$ cat src/rtl/mux_srcdata_pipe_if.sv
// mux_srcdata_pipe_if: source-select handshake bundle.
// Upstream beat in (data_in/sel/in_valid/in_ready), selected beat out.
interface mux_srcdata_pipe_if #(
   parameter int WIDTH  = 32,
   parameter int NUM_IN = 9,
   parameter int SEL_W  = 4
);
   logic [NUM_IN*WIDTH-1:0] data_in;
   logic [SEL_W-1:0]        sel;
   logic                    in_valid;
   logic                    in_ready;
   logic [WIDTH-1:0]        out_data;
   logic [SEL_W-1:0]        out_sel;
   logic                    out_err;
   logic                    out_valid;
   logic                    out_ready;

   modport master (
      output data_in, sel, in_valid, out_ready,
      input  in_ready, out_data, out_sel, out_err, out_valid
   );

   modport slave (
      input  data_in, sel, in_valid, out_ready,
      output in_ready, out_data, out_sel, out_err, out_valid
   );
endinterface

$ cat src/rtl/mux_srcdata_pipe.sv
// mux_srcdata_pipe: registered N-input source-data selector with
// output + skid buffer, out-of-range flagging and a beat counter.
module mux_srcdata_pipe #(
   parameter int WIDTH  = 32,
   parameter int NUM_IN = 9,
   parameter int SEL_W  = 4,
   parameter int CNT_W  = 16
) (
   input  logic              clk,
   input  logic              reset_n,
   mux_srcdata_pipe_if.slave bus,
   input  logic              clr_err,
   output logic              err_sticky,
   output logic [CNT_W-1:0]  beat_cnt
);
   typedef struct packed {
      logic [WIDTH-1:0] data;
      logic [SEL_W-1:0] sel;
      logic             err;
   } beat_t;

   beat_t nb;
   beat_t out_q;
   beat_t skid_q;
   logic  out_v;
   logic  skid_v;
   logic  acc;
   logic  pop;

   assign acc = bus.in_valid & ~skid_v;
   assign pop = out_v & bus.out_ready;

   assign bus.in_ready  = ~skid_v;
   assign bus.out_valid = out_v;
   assign bus.out_data  = out_q.data;
   assign bus.out_sel   = out_q.sel;
   assign bus.out_err   = out_q.err;

   // Decode select; unmatched selects fall through to the last channel.
   always_comb begin
      nb.data = bus.data_in[(NUM_IN-1)*WIDTH +: WIDTH];
      nb.sel  = bus.sel;
      nb.err  = 1'b1;
      for (int k = 0; k < NUM_IN; k++) begin
         if (bus.sel == SEL_W'(k)) begin
            nb.data = bus.data_in[k*WIDTH +: WIDTH];
            nb.err  = 1'b0;
         end
      end
   end

   // Two-entry elastic buffer: skid drains first to keep FIFO order.
   always_ff @(posedge clk or negedge reset_n) begin
      if (!reset_n) begin
         out_q  <= '0;
         out_v  <= 1'b0;
         skid_q <= '0;
         skid_v <= 1'b0;
      end else if (!out_v || pop) begin
         if (skid_v) begin
            out_q  <= skid_q;
            out_v  <= 1'b1;
            skid_v <= 1'b0;
         end else if (acc) begin
            out_q <= nb;
            out_v <= 1'b1;
         end else begin
            out_v <= 1'b0;
         end
      end else if (acc) begin
         skid_q <= nb;
         skid_v <= 1'b1;
      end
   end

   // Sticky error: a new bad beat outranks a clear in the same cycle.
   always_ff @(posedge clk or negedge reset_n) begin
      if (!reset_n) begin
         err_sticky <= 1'b0;
      end else if (acc && nb.err) begin
         err_sticky <= 1'b1;
      end else if (clr_err) begin
         err_sticky <= 1'b0;
      end
   end

   // Count accepted beats, wrapping at the counter width.
   always_ff @(posedge clk or negedge reset_n) begin
      if (!reset_n) begin
         beat_cnt <= '0;
      end else if (acc) begin
         beat_cnt <= beat_cnt + CNT_W'(1);
      end
   end
endmodule
$ cat src/flat_wrapper.sv
// flat-port wrapper written by rule: the top's interface ports become plain ports
module mux_srcdata_pipe_flat 
#(
   parameter int WIDTH  = 32,
   parameter int NUM_IN = 9,
   parameter int SEL_W  = 4,
   parameter int CNT_W  = 16
)
  (clk, reset_n, clr_err, err_sticky, beat_cnt, bus_data_in, bus_sel, bus_in_valid, bus_out_ready, bus_in_ready, bus_out_data, bus_out_sel, bus_out_err, bus_out_valid);
  mux_srcdata_pipe_if #(.WIDTH(WIDTH), .NUM_IN(NUM_IN), .SEL_W(SEL_W)) bus_i ();
  input  logic clk;
  input  logic reset_n;
  input  logic clr_err;
  output logic err_sticky;
  output logic [CNT_W-1:0] beat_cnt;
  input wire logic [$bits(bus_i.data_in)-1:0] bus_data_in;
  input wire logic [$bits(bus_i.sel)-1:0] bus_sel;
  input wire logic [$bits(bus_i.in_valid)-1:0] bus_in_valid;
  input wire logic [$bits(bus_i.out_ready)-1:0] bus_out_ready;
  output wire logic [$bits(bus_i.in_ready)-1:0] bus_in_ready;
  output wire logic [$bits(bus_i.out_data)-1:0] bus_out_data;
  output wire logic [$bits(bus_i.out_sel)-1:0] bus_out_sel;
  output wire logic [$bits(bus_i.out_err)-1:0] bus_out_err;
  output wire logic [$bits(bus_i.out_valid)-1:0] bus_out_valid;
  assign bus_i.data_in = bus_data_in;
  assign bus_i.sel = bus_sel;
  assign bus_i.in_valid = bus_in_valid;
  assign bus_i.out_ready = bus_out_ready;
  assign bus_in_ready = bus_i.in_ready;
  assign bus_out_data = bus_i.out_data;
  assign bus_out_sel = bus_i.out_sel;
  assign bus_out_err = bus_i.out_err;
  assign bus_out_valid = bus_i.out_valid;
  mux_srcdata_pipe #(.WIDTH(WIDTH), .NUM_IN(NUM_IN), .SEL_W(SEL_W), .CNT_W(CNT_W)) u_core (.clk(clk), .reset_n(reset_n), .bus(bus_i), .clr_err(clr_err), .err_sticky(err_sticky), .beat_cnt(beat_cnt));
endmodule
$ cat config.mk
export PLATFORM = sky130hd
export DESIGN_NAME = mux_srcdata_pipe_flat
export DESIGN_NICKNAME = d
export VERILOG_FILES = /design/src/rtl/mux_srcdata_pipe_if.sv /design/src/rtl/mux_srcdata_pipe.sv /design/src/flat_wrapper.sv
export SDC_FILE = /design/constraint.sdc
export NUM_CORES = 1
export LEC_CHECK = 0
export BUFFER_PORTS_ARGS = -buffer_cell sky130_fd_sc_hd__clkbuf_2
export CAP_MARGIN = 30
export CORE_ASPECT_RATIO = 0.8
export CORE_MARGIN = 2
export CORE_UTILIZATION = 43
export DETAILED_ROUTE_END_ITERATION = 8
export PLACE_DENSITY = 0.79
export SYNTH_ARGS = -nofsm -noshare
export SYNTH_HDL_FRONTEND = slang
export SYNTH_SLANG_ARGS = --single-unit
$ cat constraint.sdc
create_clock -name clk -period 1.5 [get_ports clk]
set_input_delay 0.075 -clock clk [delete_from_list [all_inputs] [get_ports clk]]
set_output_delay 0.075 -clock clk [all_outputs]
set_load 0.05 [all_outputs]
==> out/results.env <==
DP.FINAL_HPWL_UM=23600
SHARE_OF_SYNTHESIZED_AREA_OCCUPIED_BY_FLIP_FLOPS_AND_LATCHES_PCT=32.7
YOSYS.CELL_TYPES.COUNT=57
FINAL.PERIOD_UTILIZATION_PCT=105
P_LEAK_nW=4.90
CLOCK-ROOT-BUFFER='sky130_fd_sc_hd__clkbuf_16'
FINAL_LAYOUT_SIZE_SUFFIX_GT1_SHARE_PCT=43.3
TIMING.HOLD.WORST.CLASS='primary input to flip-flop'
REG2REG_DEPTH=5
CRITICAL_PATH.N_BUFFERS_INVERTERS=0
SLOWEST_STAGE='sky130_fd_sc_hd__or3_4'
WORST_MAX_SLEW_PIN_SLEW_NS=0.622
SYNTHMOSTINSTANTIATEDCELL='sky130_fd_sc_hd__nand2_1'
DIE-AREA_UM2=17600
SYNTH_AREA_LEADERS='sky130_fd_sc_hd__dfrtp_1 33%, sky130_fd_sc_hd__a21oi_1 5.7%, sky130_fd_sc_hd__nand2_1 5.7%'
CRIT_PATH_END_KIND='flip-flop'
FINALSETUPVIOLATIONS=21
PLACEMENT_CELL_AREA_UM2=9780
VIAS_IN_THE_FIRST_GLOBAL_ROUTE=8753
ROUTE.FINAL.WIRE_LENGTH_UM=30500
PLACEMENT.IO_BUFFERS=352
FIN_WORST_SKEW_NS=0.0111
REMAINING_DRC_ERRORS=0
SETUP_TNS_NS=-0.525
CRIT_ARRIVAL_NS=1.81
SYN_STD_CELL_AREA_UM2=7130
CRITICAL_PATH.TOP_DELAY_FAMILY='simple AND/OR/NAND/NOR gates'
CRITPATHMAXFANOUT=3
POST-LAYOUT-TOTAL-POWER_W=0.0103
CLK_PATH_BUF_DEPTH=2
CLOCK_TREE.HTREE_LEVEL_COUNT=3
ASYNC_FLOP_SHARE_PCT=100
MAXCLOCKFREQUENCY_GHz=0.637
DRTITER0DRC=869
VIAS=9004
UNREPAIRED_SETUP_ENDPOINTS_AFTER_GLOBAL_ROUTING='yes'
SYNTH_FLOP_CELL='sky130_fd_sc_hd__dfrtp_1'
SYNTH.CELLS.MOST_FREQUENT='108 x sky130_fd_sc_hd__nand2_1, 93 x sky130_fd_sc_hd__dfrtp_1, 81 x sky130_fd_sc_hd__a21oi_1'
GRT_START_MAX_NET_PINS=35
AREA_GROWTH_SYN_TO_LAYOUT_PCT=44.2
FINALHOLDWORSTSLACK_NS=0.0228
PEAKVDDDROP_mV=0.702
PATH_LENGTH_IN_CELLS_OF_THE_CRITICAL_PATH=5
NNETSFINAL=1570
DRV_CAP=0
USE_MET1_PCT=44.3
WL_PER_CELL_UM=20.3
VIAS_PER_CELL=6.01
SYNTH_FP_NETS=1185
TIMING.SETUP.CRITICAL_PATH_CLASS='flip-flop to flip-flop'
FINAL_DESIGN_AREA_NO_FILL_UM2=10300
FIRSTDRTPASSITERS=9
SYNTH_ENABLE_FLOP_CELLS=0
CRIT_PATH_CELL_TRACE='nand2b_4 -> or3_4 -> nor4_4 -> nand3_1 -> xnor2_1'
SYNTHESIS.AREA_PER_INSTANCE_UM2=8.03
ANTENNA_VIOLATING_NETS_POST_ROUTE=0
RUN_STATUS='finished with violations'
POSTSYNTHREGISTERBITS=93
SETUP_SLACK_NS=-0.0708
WORSTSKEWPAIRLATENCY_NS=0.36
PWR_DENSITY_CELL_nW_PER_UM2=998
YOSYSWARNINGCOUNT=0
DESIGN.CORE.AREA_UM2=16400
WORST_HOLD_PATH.NUM_CELLS=3
GLOBALROUTE.TOTALOVERFLOW=0
HEIGHT_OF_THE_DIE_UM=119
DIE_X_UM=148
NUMCTSBUFFERS=9
INITIAL_UTILIZATION_PCT=43.5
FAILED_CHECKS='negative setup slack'
SYNTH_TOP_AREA_SHARE_PCT=32.7
PRE_CTS_SLACK_NS=-0.412
FINALWORSTPATHREQUIREDPERIOD_NS=1.57
GRT-BUSIEST-LAYER='met2'
TRITONCTS='built'
IO_PINS=353
POST_SYNTH_INST_COUNT=887
MET2_USAGE_PCT=51.6
DELAY_OF_THE_SLOWEST_CRITICAL_PATH_STAGE_NS=0.41
GRT_FIRST_PASS_WIRELENGTH_UM=46200
CLK_TRANSITION_REPORTED_PATHS_NS=0.08
SYNTH.LARGEST_AREA_CELL='sky130_fd_sc_hd__dfrtp_1'
NUMBER_OF_ANTENNA_VIOLATIONS_AT_THE_FIRST_CHECK_IN_GLOBAL_ROUTING=3
GROUTE.LAYER.MET3.USAGE_PCT=9.96
TIMING.CRITICAL_PATH.REQUIRED_NS=1.74
ROWS=42
GRT_USAGE_PCT=33.4
WORSTSETUPSTARTPOINTTYPE='flip-flop'
FINALHOLDVIOLATIONS=0
FINAL_WTD_CONGESTION=0.940
SLEW_HEADROOM_PCT=58.5
NUMCLOCKSINKS=93
LAYOUT.FILLER_CELLS=1484
FINAL-MAX-SLEW-VIOLATION-COUNT=0
[kinds of logic after synthesis]
| logic type | synth area share (%) |
|---|---|
| compound gates | 31.9 |
| fa+ha+maj | 0.176 |
| simple gates | 20.8 |
| mux | 6.55 |
| flops | 32.7 |
| xor+xnor | 1.72 |
| buf+inv | 6.20 |
[per-stage QoR]
stage               util (%)  instances
finish                  62.7       1499
global route            62.7       1498
CTS                     62.1       1496
detailed placement      59.6       1474
global placement        59.6       1474
floorplan                  -        887
[registers in the layout (all words and copies together), names as in the netlist]
signal and count:
u_core.beat_cnt 16, u_core.skid_v 1, u_core.bus.out_valid 1, u_core.bus.out_err 1, u_core.skid_q 37, u_core.bus.out_data 32, u_core.bus.out_sel 4, u_core.err_sticky 1
[path summary, 6_finish.rpt]
path | from | end | slack (ns)
setup reg to reg | u_core.skid_v | u_core.beat_cnt[15] | -0.07
hold reg to reg | u_core.skid_q[29] | u_core.skid_q[29] | 0.47
max in group asynchronous | reset_n | u_core.skid_q[26] | 0.73
hold / removal | bus_data_in[279] | u_core.skid_q[28] | 0.02
setup / recovery | u_core.skid_v | u_core.beat_cnt[15] | -0.07
min in group asynchronous | reset_n | u_core.skid_q[24] | 0.20
[worst reg2reg max path, stage by stage (launching register included)]
cell and delay (ns):
sky130_fd_sc_hd__dfrtp_2 0.40, sky130_fd_sc_hd__nand2b_4 0.14, sky130_fd_sc_hd__or3_4 0.41, sky130_fd_sc_hd__nor4_4 0.21, sky130_fd_sc_hd__nand3_1 0.15, sky130_fd_sc_hd__xnor2_1 0.15
[cell usage in the layout (no fill, tap or decap), types with 5 or more instances in the layout]
cell type                   count
sky130_fd_sc_hd__and3_1        17
sky130_fd_sc_hd__a21oi_1       81
sky130_fd_sc_hd__nor2_1        48
sky130_fd_sc_hd__o31ai_1       30
sky130_fd_sc_hd__o21ai_0       69
sky130_fd_sc_hd__a211oi_2       5
sky130_fd_sc_hd__nand2b_1      11
sky130_fd_sc_hd__a31oi_1       10
sky130_fd_sc_hd__mux2_2        29
sky130_fd_sc_hd__dfrtp_2       10
sky130_fd_sc_hd__nand2_1      106
sky130_fd_sc_hd__dfrtp_1       83
sky130_fd_sc_hd__o221ai_1      38
sky130_fd_sc_hd__o211ai_1       6
sky130_fd_sc_hd__mux2i_1       14
sky130_fd_sc_hd__clkbuf_16     11
sky130_fd_sc_hd__o21bai_1       6
sky130_fd_sc_hd__nor2b_1       21
sky130_fd_sc_hd__inv_1          9
sky130_fd_sc_hd__a221oi_1      21
sky130_fd_sc_hd__a22oi_1       23
sky130_fd_sc_hd__nand3b_1       5
sky130_fd_sc_hd__buf_4         83
sky130_fd_sc_hd__o22ai_1        6
sky130_fd_sc_hd__nor3_1        52
sky130_fd_sc_hd__and2_1         5
sky130_fd_sc_hd__nand3_1        5
sky130_fd_sc_hd__xnor2_1       12
sky130_fd_sc_hd__buf_12        16
sky130_fd_sc_hd__clkbuf_2     349
sky130_fd_sc_hd__o32ai_1        6
[power breakdown]
part / switching (W) / internal [W]
sequential: 0.000367 / 0.00309
combinational: 0.00285 / 0.00152
clock: 0.00109 / 0.00134
[cell type report]
type                    instances  area (µm²)  share of cell area [%]
diodes                          2        5.00                  0.0487
clock buffers                   9         225                    2.19
clock inverters                 7        88.8                   0.864
inverters                      10        38.8                   0.377
multi-input cells             700        4480                    43.5
flip-flops and latches         93        2340                    22.8
well taps                     220         275                    2.68
repair buffers                458        2830                    27.5
[metal layers]
layer / up-vias / routed length (µm) / share of wire [%]
met2: 640 / 13600 / 45
met3: 82 / 3720 / 12
met1: 4171 / 12200 / 40
li1: 4111 / - / -
met4: 0 / 957 / 3.1
met5: - / 0 / 0
[timing repair]
item / in CTS / in global routing
hold buffers: 4 / 0
pin swaps: 0 / 5
gates cloned: 0 / 2
hold endpoints to repair: 36 / 0
setup buffers: 2 / 0
setup endpoints to repair: 17 / 67
gates resized for setup: 8 / 17
No activity file was read; power rests on OpenSTA's default activity.
